**src/rtl/alu_pkg.sv**
```systemverilog
// Opcodes, FSM states and decode helpers shared by the multicycle ALU.
// Build option: define ALU_MUL_EN to make OP_MUL a legal, iterative opcode.
package alu_pkg;

  localparam int unsigned OPW = 6;

  localparam logic [OPW-1:0] OP_SLL = 6'b000100;
  localparam logic [OPW-1:0] OP_SRL = 6'b000110;
  localparam logic [OPW-1:0] OP_SRA = 6'b000111;
  localparam logic [OPW-1:0] OP_ADD = 6'b100000;
  localparam logic [OPW-1:0] OP_SUB = 6'b100010;
  localparam logic [OPW-1:0] OP_AND = 6'b100100;
  localparam logic [OPW-1:0] OP_OR  = 6'b100101;
  localparam logic [OPW-1:0] OP_XOR = 6'b100110;
  localparam logic [OPW-1:0] OP_SEQ = 6'b101000;
  localparam logic [OPW-1:0] OP_SNE = 6'b101001;
  localparam logic [OPW-1:0] OP_SLT = 6'b101010;
  localparam logic [OPW-1:0] OP_SGT = 6'b101011;
  localparam logic [OPW-1:0] OP_SLE = 6'b101100;
  localparam logic [OPW-1:0] OP_SGE = 6'b101101;
  localparam logic [OPW-1:0] OP_MUL = 6'b011000;

  typedef enum logic [1:0] {ST_IDLE, ST_BUSY, ST_DONE} state_e;
  typedef enum logic [1:0] {IT_SLL, IT_SRL, IT_SRA, IT_MUL} iter_kind_e;

  function automatic logic is_shift(input logic [OPW-1:0] op);
    return (op == OP_SLL) || (op == OP_SRL) || (op == OP_SRA);
  endfunction

  function automatic logic is_legal(input logic [OPW-1:0] op);
    logic ok;
    ok = 1'b0;
    case (op)
      OP_SLL, OP_SRL, OP_SRA, OP_ADD, OP_SUB, OP_AND, OP_OR, OP_XOR,
      OP_SEQ, OP_SNE, OP_SLT, OP_SGT, OP_SLE, OP_SGE: ok = 1'b1;
`ifdef ALU_MUL_EN
      OP_MUL: ok = 1'b1;
`endif
      default: ok = 1'b0;
    endcase
    return ok;
  endfunction

  // Illegal opcodes also finish in one cycle, so only legal iterative ops return 0.
  function automatic logic is_single_cycle(input logic [OPW-1:0] op);
    return !(is_shift(op) || ((op == OP_MUL) && is_legal(op)));
  endfunction

endpackage

```
**src/rtl/alu_mc_iter.sv**
```systemverilog
// Iterative datapath: variable-step shifter with down-counter, plus shift-add
// multiplier accumulator when ALU_MUL_EN is defined.
module alu_mc_iter
  import alu_pkg::*;
#(
  parameter int unsigned WIDTH      = 32,
  parameter int unsigned SHIFT_STEP = 1
) (
  input  logic             clk,
  input  logic             rst_n,
  input  logic             start,
  input  logic             step,
  input  iter_kind_e       kind,
  input  logic [WIDTH-1:0] a,
  input  logic [WIDTH-1:0] b,
  output logic             last_c,
  output logic [WIDTH-1:0] result_c
);

  localparam int unsigned SHW = $clog2(WIDTH);
  localparam int unsigned CW  = SHW + 1;
  localparam logic [CW-1:0] STEP = CW'(SHIFT_STEP);

  iter_kind_e       kind_q;
  logic [WIDTH-1:0] sh_q;
  logic [CW-1:0]    cnt_q;
  logic [CW-1:0]    amt_c;
  logic [WIDTH-1:0] shift_c;

  // Shift by min(STEP, remaining); the last step is the one that empties the counter.
  always_comb begin
    amt_c = (cnt_q < STEP) ? cnt_q : STEP;
    case (kind_q)
      IT_SRL:  shift_c = sh_q >> amt_c;
      IT_SRA:  shift_c = WIDTH'($signed(sh_q) >>> amt_c);
      default: shift_c = sh_q << amt_c;
    endcase
    last_c = (kind_q == IT_MUL) ? (cnt_q == CW'(1)) : (cnt_q <= STEP);
  end

  always_ff @(posedge clk or negedge rst_n) begin
    if (!rst_n) begin
      kind_q <= IT_SLL;
      sh_q   <= '0;
      cnt_q  <= '0;
    end else if (start) begin
      kind_q <= kind;
      sh_q   <= a;
      cnt_q  <= (kind == IT_MUL) ? CW'(WIDTH) : CW'(b[SHW-1:0]);
    end else if (step) begin
      if (kind_q == IT_MUL) begin
        sh_q  <= sh_q << 1;
        cnt_q <= cnt_q - CW'(1);
      end else begin
        sh_q  <= shift_c;
        cnt_q <= cnt_q - amt_c;
      end
    end
  end

`ifdef ALU_MUL_EN
  logic [WIDTH-1:0] acc_q;
  logic [WIDTH-1:0] mpl_q;

  // Multiplicand rides in sh_q; one multiplier bit is consumed per step.
  always_ff @(posedge clk or negedge rst_n) begin
    if (!rst_n) begin
      acc_q <= '0;
      mpl_q <= '0;
    end else if (start) begin
      acc_q <= '0;
      mpl_q <= b;
    end else if (step && (kind_q == IT_MUL)) begin
      if (mpl_q[0]) acc_q <= acc_q + sh_q;
      mpl_q <= mpl_q >> 1;
    end
  end

  assign result_c = (kind_q == IT_MUL) ? (acc_q + (mpl_q[0] ? sh_q : '0)) : shift_c;
`else
  logic unused_b;
  assign unused_b = ^b[WIDTH-1:SHW];
  assign result_c = shift_c;
`endif

endmodule

```
**src/rtl/alu_mc.sv**
```systemverilog
// Multicycle ALU with valid/ready handshakes on both sides; single-cycle ops
// resolve at accept, shifts (and MUL under ALU_MUL_EN) iterate in alu_mc_iter.
module alu_mc
  import alu_pkg::*;
#(
  parameter int unsigned WIDTH      = 32,
  parameter int unsigned SHIFT_STEP = 1
) (
  input  logic             clk,
  input  logic             rst_n,
  input  logic             in_valid,
  output logic             in_ready,
  input  logic [WIDTH-1:0] a,
  input  logic [WIDTH-1:0] b,
  input  logic [5:0]       opcode,
  output logic             out_valid,
  input  logic             out_ready,
  output logic [WIDTH-1:0] result,
  output logic             ovf,
  output logic             illegal
);

  localparam int unsigned SHW = $clog2(WIDTH);

  state_e           state;
  logic             accept;
  logic             start;
  logic             step;
  logic             go_done_c;
  logic [WIDTH-1:0] fast_res_c;
  logic             fast_ovf_c;
  logic             fast_ill_c;
  iter_kind_e       kind_c;
  logic [WIDTH-1:0] sum_c;
  logic [WIDTH-1:0] diff_c;
  logic             eq_c;
  logic             lt_c;
  logic             iter_last_c;
  logic [WIDTH-1:0] iter_res_c;

  assign in_ready = (state == ST_IDLE) || ((state == ST_DONE) && out_ready);
  assign accept   = in_valid && in_ready;
  assign step     = (state == ST_BUSY);
  assign start    = accept && !go_done_c;

  // Single-cycle results and the decision whether the accepted op needs iteration.
  always_comb begin
    fast_res_c = '0;
    fast_ovf_c = 1'b0;
    fast_ill_c = 1'b0;
    kind_c     = IT_SLL;
    sum_c      = a + b;
    diff_c     = a - b;
    eq_c       = (a == b);
    lt_c       = ($signed(a) < $signed(b));
    go_done_c  = !is_legal(opcode) || is_single_cycle(opcode) ||
                 (is_shift(opcode) && (b[SHW-1:0] == '0));
    case (opcode)
      OP_ADD: begin
        fast_res_c = sum_c;
        fast_ovf_c = (a[WIDTH-1] == b[WIDTH-1]) && (sum_c[WIDTH-1] != a[WIDTH-1]);
      end
      OP_SUB: begin
        fast_res_c = diff_c;
        fast_ovf_c = (a[WIDTH-1] != b[WIDTH-1]) && (diff_c[WIDTH-1] != a[WIDTH-1]);
      end
      OP_AND: fast_res_c = a & b;
      OP_OR:  fast_res_c = a | b;
      OP_XOR: fast_res_c = a ^ b;
      OP_SEQ: fast_res_c = WIDTH'(eq_c);
      OP_SNE: fast_res_c = WIDTH'(!eq_c);
      OP_SLT: fast_res_c = WIDTH'(lt_c);
      OP_SGT: fast_res_c = WIDTH'(!lt_c && !eq_c);
      OP_SLE: fast_res_c = WIDTH'(lt_c || eq_c);
      OP_SGE: fast_res_c = WIDTH'(!lt_c);
      OP_SLL: begin kind_c = IT_SLL; fast_res_c = a; end
      OP_SRL: begin kind_c = IT_SRL; fast_res_c = a; end
      OP_SRA: begin kind_c = IT_SRA; fast_res_c = a; end
`ifdef ALU_MUL_EN
      OP_MUL: kind_c = IT_MUL;
`endif
      default: fast_ill_c = 1'b1;
    endcase
  end

  always_ff @(posedge clk or negedge rst_n) begin
    if (!rst_n) begin
      state     <= ST_IDLE;
      out_valid <= 1'b0;
      result    <= '0;
      ovf       <= 1'b0;
      illegal   <= 1'b0;
    end else begin
      case (state)
        ST_BUSY: if (iter_last_c) begin
          state     <= ST_DONE;
          out_valid <= 1'b1;
          result    <= iter_res_c;
          ovf       <= 1'b0;
          illegal   <= 1'b0;
        end
        ST_DONE: if (out_ready && !in_valid) begin
          state     <= ST_IDLE;
          out_valid <= 1'b0;
        end
        default: ;
      endcase
      // A new accept overrides the DONE->IDLE step so results can stream back-to-back.
      if (accept) begin
        if (go_done_c) begin
          state     <= ST_DONE;
          out_valid <= 1'b1;
          result    <= fast_res_c;
          ovf       <= fast_ovf_c;
          illegal   <= fast_ill_c;
        end else begin
          state     <= ST_BUSY;
          out_valid <= 1'b0;
        end
      end
    end
  end

  alu_mc_iter #(
    .WIDTH      (WIDTH),
    .SHIFT_STEP (SHIFT_STEP)
  ) u_iter (
    .clk      (clk),
    .rst_n    (rst_n),
    .start    (start),
    .step     (step),
    .kind     (kind_c),
    .a        (a),
    .b        (b),
    .last_c   (iter_last_c),
    .result_c (iter_res_c)
  );

endmodule

```
**config.mk**
```make
export PLATFORM = sky130hd
export DESIGN_NAME = alu_mc
export DESIGN_NICKNAME = d
export VERILOG_FILES = /design/src/rtl/alu_pkg.sv /design/src/rtl/alu_mc_iter.sv /design/src/rtl/alu_mc.sv
export SDC_FILE = /design/constraint.sdc
export NUM_CORES = 1
export LEC_CHECK = 0
export CORE_MARGIN = 2
export CORE_UTILIZATION = 35
export DETAILED_ROUTE_END_ITERATION = 16
export GPL_TIMING_DRIVEN = 0
export PLACE_DENSITY_LB_ADDON = 0.08
export SLEW_MARGIN = 5
export SYNTH_ARGS = -nofsm -noshare
export SYNTH_HDL_FRONTEND = slang
export SYNTH_SLANG_ARGS = --single-unit
```
**constraint.sdc**
```tcl
create_clock -name clk -period 3.1 [get_ports clk]
set_input_delay 0.62 -clock clk [delete_from_list [all_inputs] [get_ports clk]]
set_output_delay 0.62 -clock clk [all_outputs]
set_load 0.05 [all_outputs]
```
==> impl_results.md <==
- Overall routing resource usage: 32.3%
- Power per unit of standard cell area: around 270 nW/um^2
- Synth unique cells: a little over 80
- Synthesized-area fraction occupied by and/or/nand/nor cells: 20.8%
- Net count of the finished layout: 1946
- Area added between synthesis and finish: 33.2%
- Die boundary height: 182 um
- Total core area: about 31000 um^2
- CTS root buf: sky130_fd_sc_hd__clkbuf_16
- Worst max-slew margin expressed relative to the limit: 29.6%
- IO Pins: 110
- Dominant combinational cell family by area after synthesis: compound AO/OA/AOI/OAI gates
- Global placement routability congestion: around 0.97
- Avg Cell Area, Syn: 7.11 um^2
- Synthesized-area fraction occupied by xor and xnor cells: under 10%
- Via count of the first global-routing pass: 12600
- Routed length per placed instance: 25.4 um
- Share of the synthesized area in compound gates (AO/OA/AOI/OAI): 32.5%
- Share of cells above drive strength 1: between 20% and 30%
- Die Span X: 182 um
- Crit end category: register
- Initial detailed-routing violation count: 1540
- Number of warning messages in the yosys log: 0
- Unrepaired setup endpoints after global routing: yes
- Top achievable clock speed: roughly 320 MHz
- TritonCTS clock tree: done
- Slew at the pin closest to its max-slew limit: 1.06 ns
- Run status: completed
- Period Utilization, post-route: about 99%
- Number of synthesized register bits: 76
- Final Hold Viols: 0
- Hold/Removal Path Class: input port to async pin
- Initial core utilization: around 35%
- Synthesized area: between 10000 and 15000 um^2
- DRC violation count after routing: 0
- Max Slew Vio Count: 0
- Site row count: 65
- Final Total Pwr: 0.00398 W
- Post-Synthesis Net Count: roughly 1700
- Global-route wire length before repair: 81100 um
- Number of enable-type register cells in the synthesized netlist: 0
- Routed via count: 13500
- Max-cap check violation count: 0
- Clock-pin transition on the worst setup and hold timing paths: 0.07 ns
- Number of clock sinks seen by CTS: 76
- Data arrival at the endpoint of the critical path: 3.28 ns
- Most common cell after layout, fill and taps aside: sky130_fd_sc_hd__nor2_1
- Gr ovfl total: 0
- Async SR Flop Fraction: 100%
- Buffer depth of the longest clock path: 2
- Clock latency on the worst-skew pair: 0.34 ns
- Number of buffers inserted by port buffering: 108
- Standby leakage power: 6.33 nW
- Critical-path maximum fanout: 7
- Mapped Cells: 1556
- Most frequent cells in the layout: 176 x sky130_fd_sc_hd__nor2_1, 138 x sky130_fd_sc_hd__nand2_1, 123 x sky130_fd_sc_hd__o21ai_0, 116 x sky130_fd_sc_hd__a21oi_1, 95 x sky130_fd_sc_hd__buf_4
- Maximum resistive drop on vdd: 0.202 mV
- WHS: ~0.15 ns
- Setup CP Type: input port to register
- Antenna-violating nets left: 0
- Register area share after synthesis: about 17%
- Post-Route Setup TNS: 0 ns
- Adder and majority cell fraction of the synthesized area: around an eighth
- Required time at the endpoint of the critical path: 3.30 ns
- H-Tree Depth: 3
- Initial antenna violation count: 1
- Number of inserted filler cells in the final layout: approximately 3100
- Estimated wirelength of the detail-placed design: 42400 um
- CTS Buf Count: 9
- Die area: roughly 33000 um^2
- Multiplexer share of the synthesized area: 6.92%
- Largest net degree at the start of global routing: 62
- Number of buffers added to fix hold violations after cts: 0
- Worst Setup Start Kind: input port
- Number of endpoints failing setup at the final stage: 0
- Top flip-flop cell by instance count after synthesis: sky130_fd_sc_hd__dfrtp_1
- Maximum clock skew at final layout: 0.00556 ns
- TritonRoute pass-1 iters: 6
- Wire length after detailed routing: 55000 um
- Final Critical Period: 3.08 ns
- Via count normalized by instance count: between 6 and 7
-- kinds of logic (layout without fill, tap and decap cells) --
kind of cell,count (synthesis),in the layout
AOI/OAI and AO/OA,540,540
and+or+nand+nor,505,505
buffers and inverters,224,433
adders and majority gates,111,111
DFF,76,76
muxes,75,75
xor gates and xnor gates,25,25
other,0,1
-- final timing paths --
path | from | end | slack, ns | cells past startpoint
worst max-delay path | a[21] | result[28]$_DFF_PN0_ | 0.02 | 12
worst min-delay path | rst_n | u_iter.sh_q[1]$_DFFE_PN0P_ | 0.15 | 1
worst max register to register | u_iter.cnt_q[3]$_DFFE_PN0P_ | result[29]$_DFF_PN0_ | 0.11 | 10
worst min register to register | result[3]$_DFF_PN0_ | result[3]$_DFF_PN0_ | 0.55 | 2
max in group asynchronous | rst_n | u_iter.sh_q[25]$_DFFE_PN0P_ | 2.32 | 2
min in group clk | b[4] | u_iter.cnt_q[4]$_DFFE_PN0P_ | 0.52 | 3
-- registers in the layout, summed over array words and instances, names as in the netlist --
register / flops
illegal: 1
out_valid: 1
ovf: 1
result: 32
state: 1
u_iter.cnt_q: 6
u_iter.kind_q: 2
u_iter.sh_q: 32
-- power breakdown --
group	internal (W)	total (W)	switching [W]
Combinational	0.000757	0.00189	0.00113
Clock	0.000565	0.00105	0.000490
Sequential	0.00101	0.00103	0.0000220
Total	0.00233	0.00398	0.00164
-- repair_timing --
action,4_1_cts,5_1_grt
endpoints found under the setup margin,76,38
setup buffers,68,25
pin swaps,53,50
resized for setup,375,125
-- synth_stat cells (5+ instances only) --
cell                       count  area [um^2]
sky130_fd_sc_hd__nand3_1      33          165
sky130_fd_sc_hd__o31ai_1       9         67.6
sky130_fd_sc_hd__a32oi_1      19          166
sky130_fd_sc_hd__or3_1         7         43.8
sky130_fd_sc_hd__inv_1       109          409
sky130_fd_sc_hd__xnor2_1      19          166
sky130_fd_sc_hd__a21o_1       25          188
sky130_fd_sc_hd__mux2i_1      72          721
sky130_fd_sc_hd__o21a_1        5         37.5
sky130_fd_sc_hd__a22oi_1      42          315
sky130_fd_sc_hd__o221ai_1     10         87.6
sky130_fd_sc_hd__buf_2        22          110
sky130_fd_sc_hd__nor2_1      181          679
sky130_fd_sc_hd__nand4_1      13         81.3
sky130_fd_sc_hd__or2_2         5         31.3
sky130_fd_sc_hd__a211oi_1     19          143
sky130_fd_sc_hd__ha_1        109         1360
sky130_fd_sc_hd__dfrtp_1      76         1900
sky130_fd_sc_hd__a222oi_1     13          130
sky130_fd_sc_hd__nor4_1       11         68.8
sky130_fd_sc_hd__nand2b_1     13         81.3
sky130_fd_sc_hd__clkbuf_1     76          285
sky130_fd_sc_hd__a221oi_1     14          123
sky130_fd_sc_hd__xor2_1        6         52.6
sky130_fd_sc_hd__and3_1        9         56.3
sky130_fd_sc_hd__a21oi_1     128          641
sky130_fd_sc_hd__nand2_1     143          537
sky130_fd_sc_hd__o21bai_1     12         90.1
sky130_fd_sc_hd__nor2b_1       7         43.8
sky130_fd_sc_hd__o31a_1        8         70.1
sky130_fd_sc_hd__nor3_1       55          275
sky130_fd_sc_hd__a31oi_1      17          106
sky130_fd_sc_hd__buf_1        13         48.8
sky130_fd_sc_hd__and2_1        5         31.3
sky130_fd_sc_hd__o21ai_0     131          656
sky130_fd_sc_hd__o211ai_1     27          203
-- layout make-up --
class | instances | area, um^2 | area share (%)
Timing Repair Buffer | 202 | 1770 | 12.0
Clock inverter | 5 | 37.5 | 0.255
Clock buffer | 10 | 239 | 1.62
Inverter | 111 | 444 | 3.01
Tap cell | 402 | 503 | 3.41
Multi-Input combinational cell | 1256 | 9280 | 62.9
Buffer | 105 | 571 | 3.87
Antenna cell | 1 | 2.50 | 0.0170
Sequential cell | 76 | 1900 | 12.9
-- worst max-delay path, stage by stage --
cell and delay, ns:
sky130_fd_sc_hd__dlygate4sd2_1 0.44, sky130_fd_sc_hd__inv_1 0.14, sky130_fd_sc_hd__ha_4 0.36, sky130_fd_sc_hd__clkinvlp_4 0.18, sky130_fd_sc_hd__a221oi_4 0.37, sky130_fd_sc_hd__o211ai_1 0.17, sky130_fd_sc_hd__a21oi_2 0.19, sky130_fd_sc_hd__buf_4 0.14
sky130_fd_sc_hd__o31ai_1 0.06, sky130_fd_sc_hd__a21oi_1 0.21, sky130_fd_sc_hd__xnor2_1 0.22, sky130_fd_sc_hd__o221ai_1 0.16
-- through the flow --
| step | setup slack [ns] | area (um^2) | utilization [%] | cells |
|---|---|---|---|---|
| 3_5_place_dp | -1.59 | 12700 | 40.5 | 2067 |
| 2_1_floorplan | 0.0326 | 11100 | - | 1556 |
| 6_report | 0.0157 | 14700 | 47.1 | 2168 |
| 4_1_cts | 0.000226 | 14300 | 45.8 | 2143 |
| 3_3_place_gp | -1.65 | 12700 | 40.4 | 2066 |
| 5_1_grt | -0.0948 | 14700 | 47.1 | 2167 |
-- metal layers --
layer / vias to the layer above / global-route usage [%] / part of all wire (%)
li1: 6098 / - / -
met1: 6651 / 46.0 / 45
met2: 631 / 52.6 / 46
met3: 73 / 2.45 / 7.1
met4: 0 / 8.65 / 2.4
met5: - / 0 / 0
Note: power is estimated with default switching activity, not from simulation.
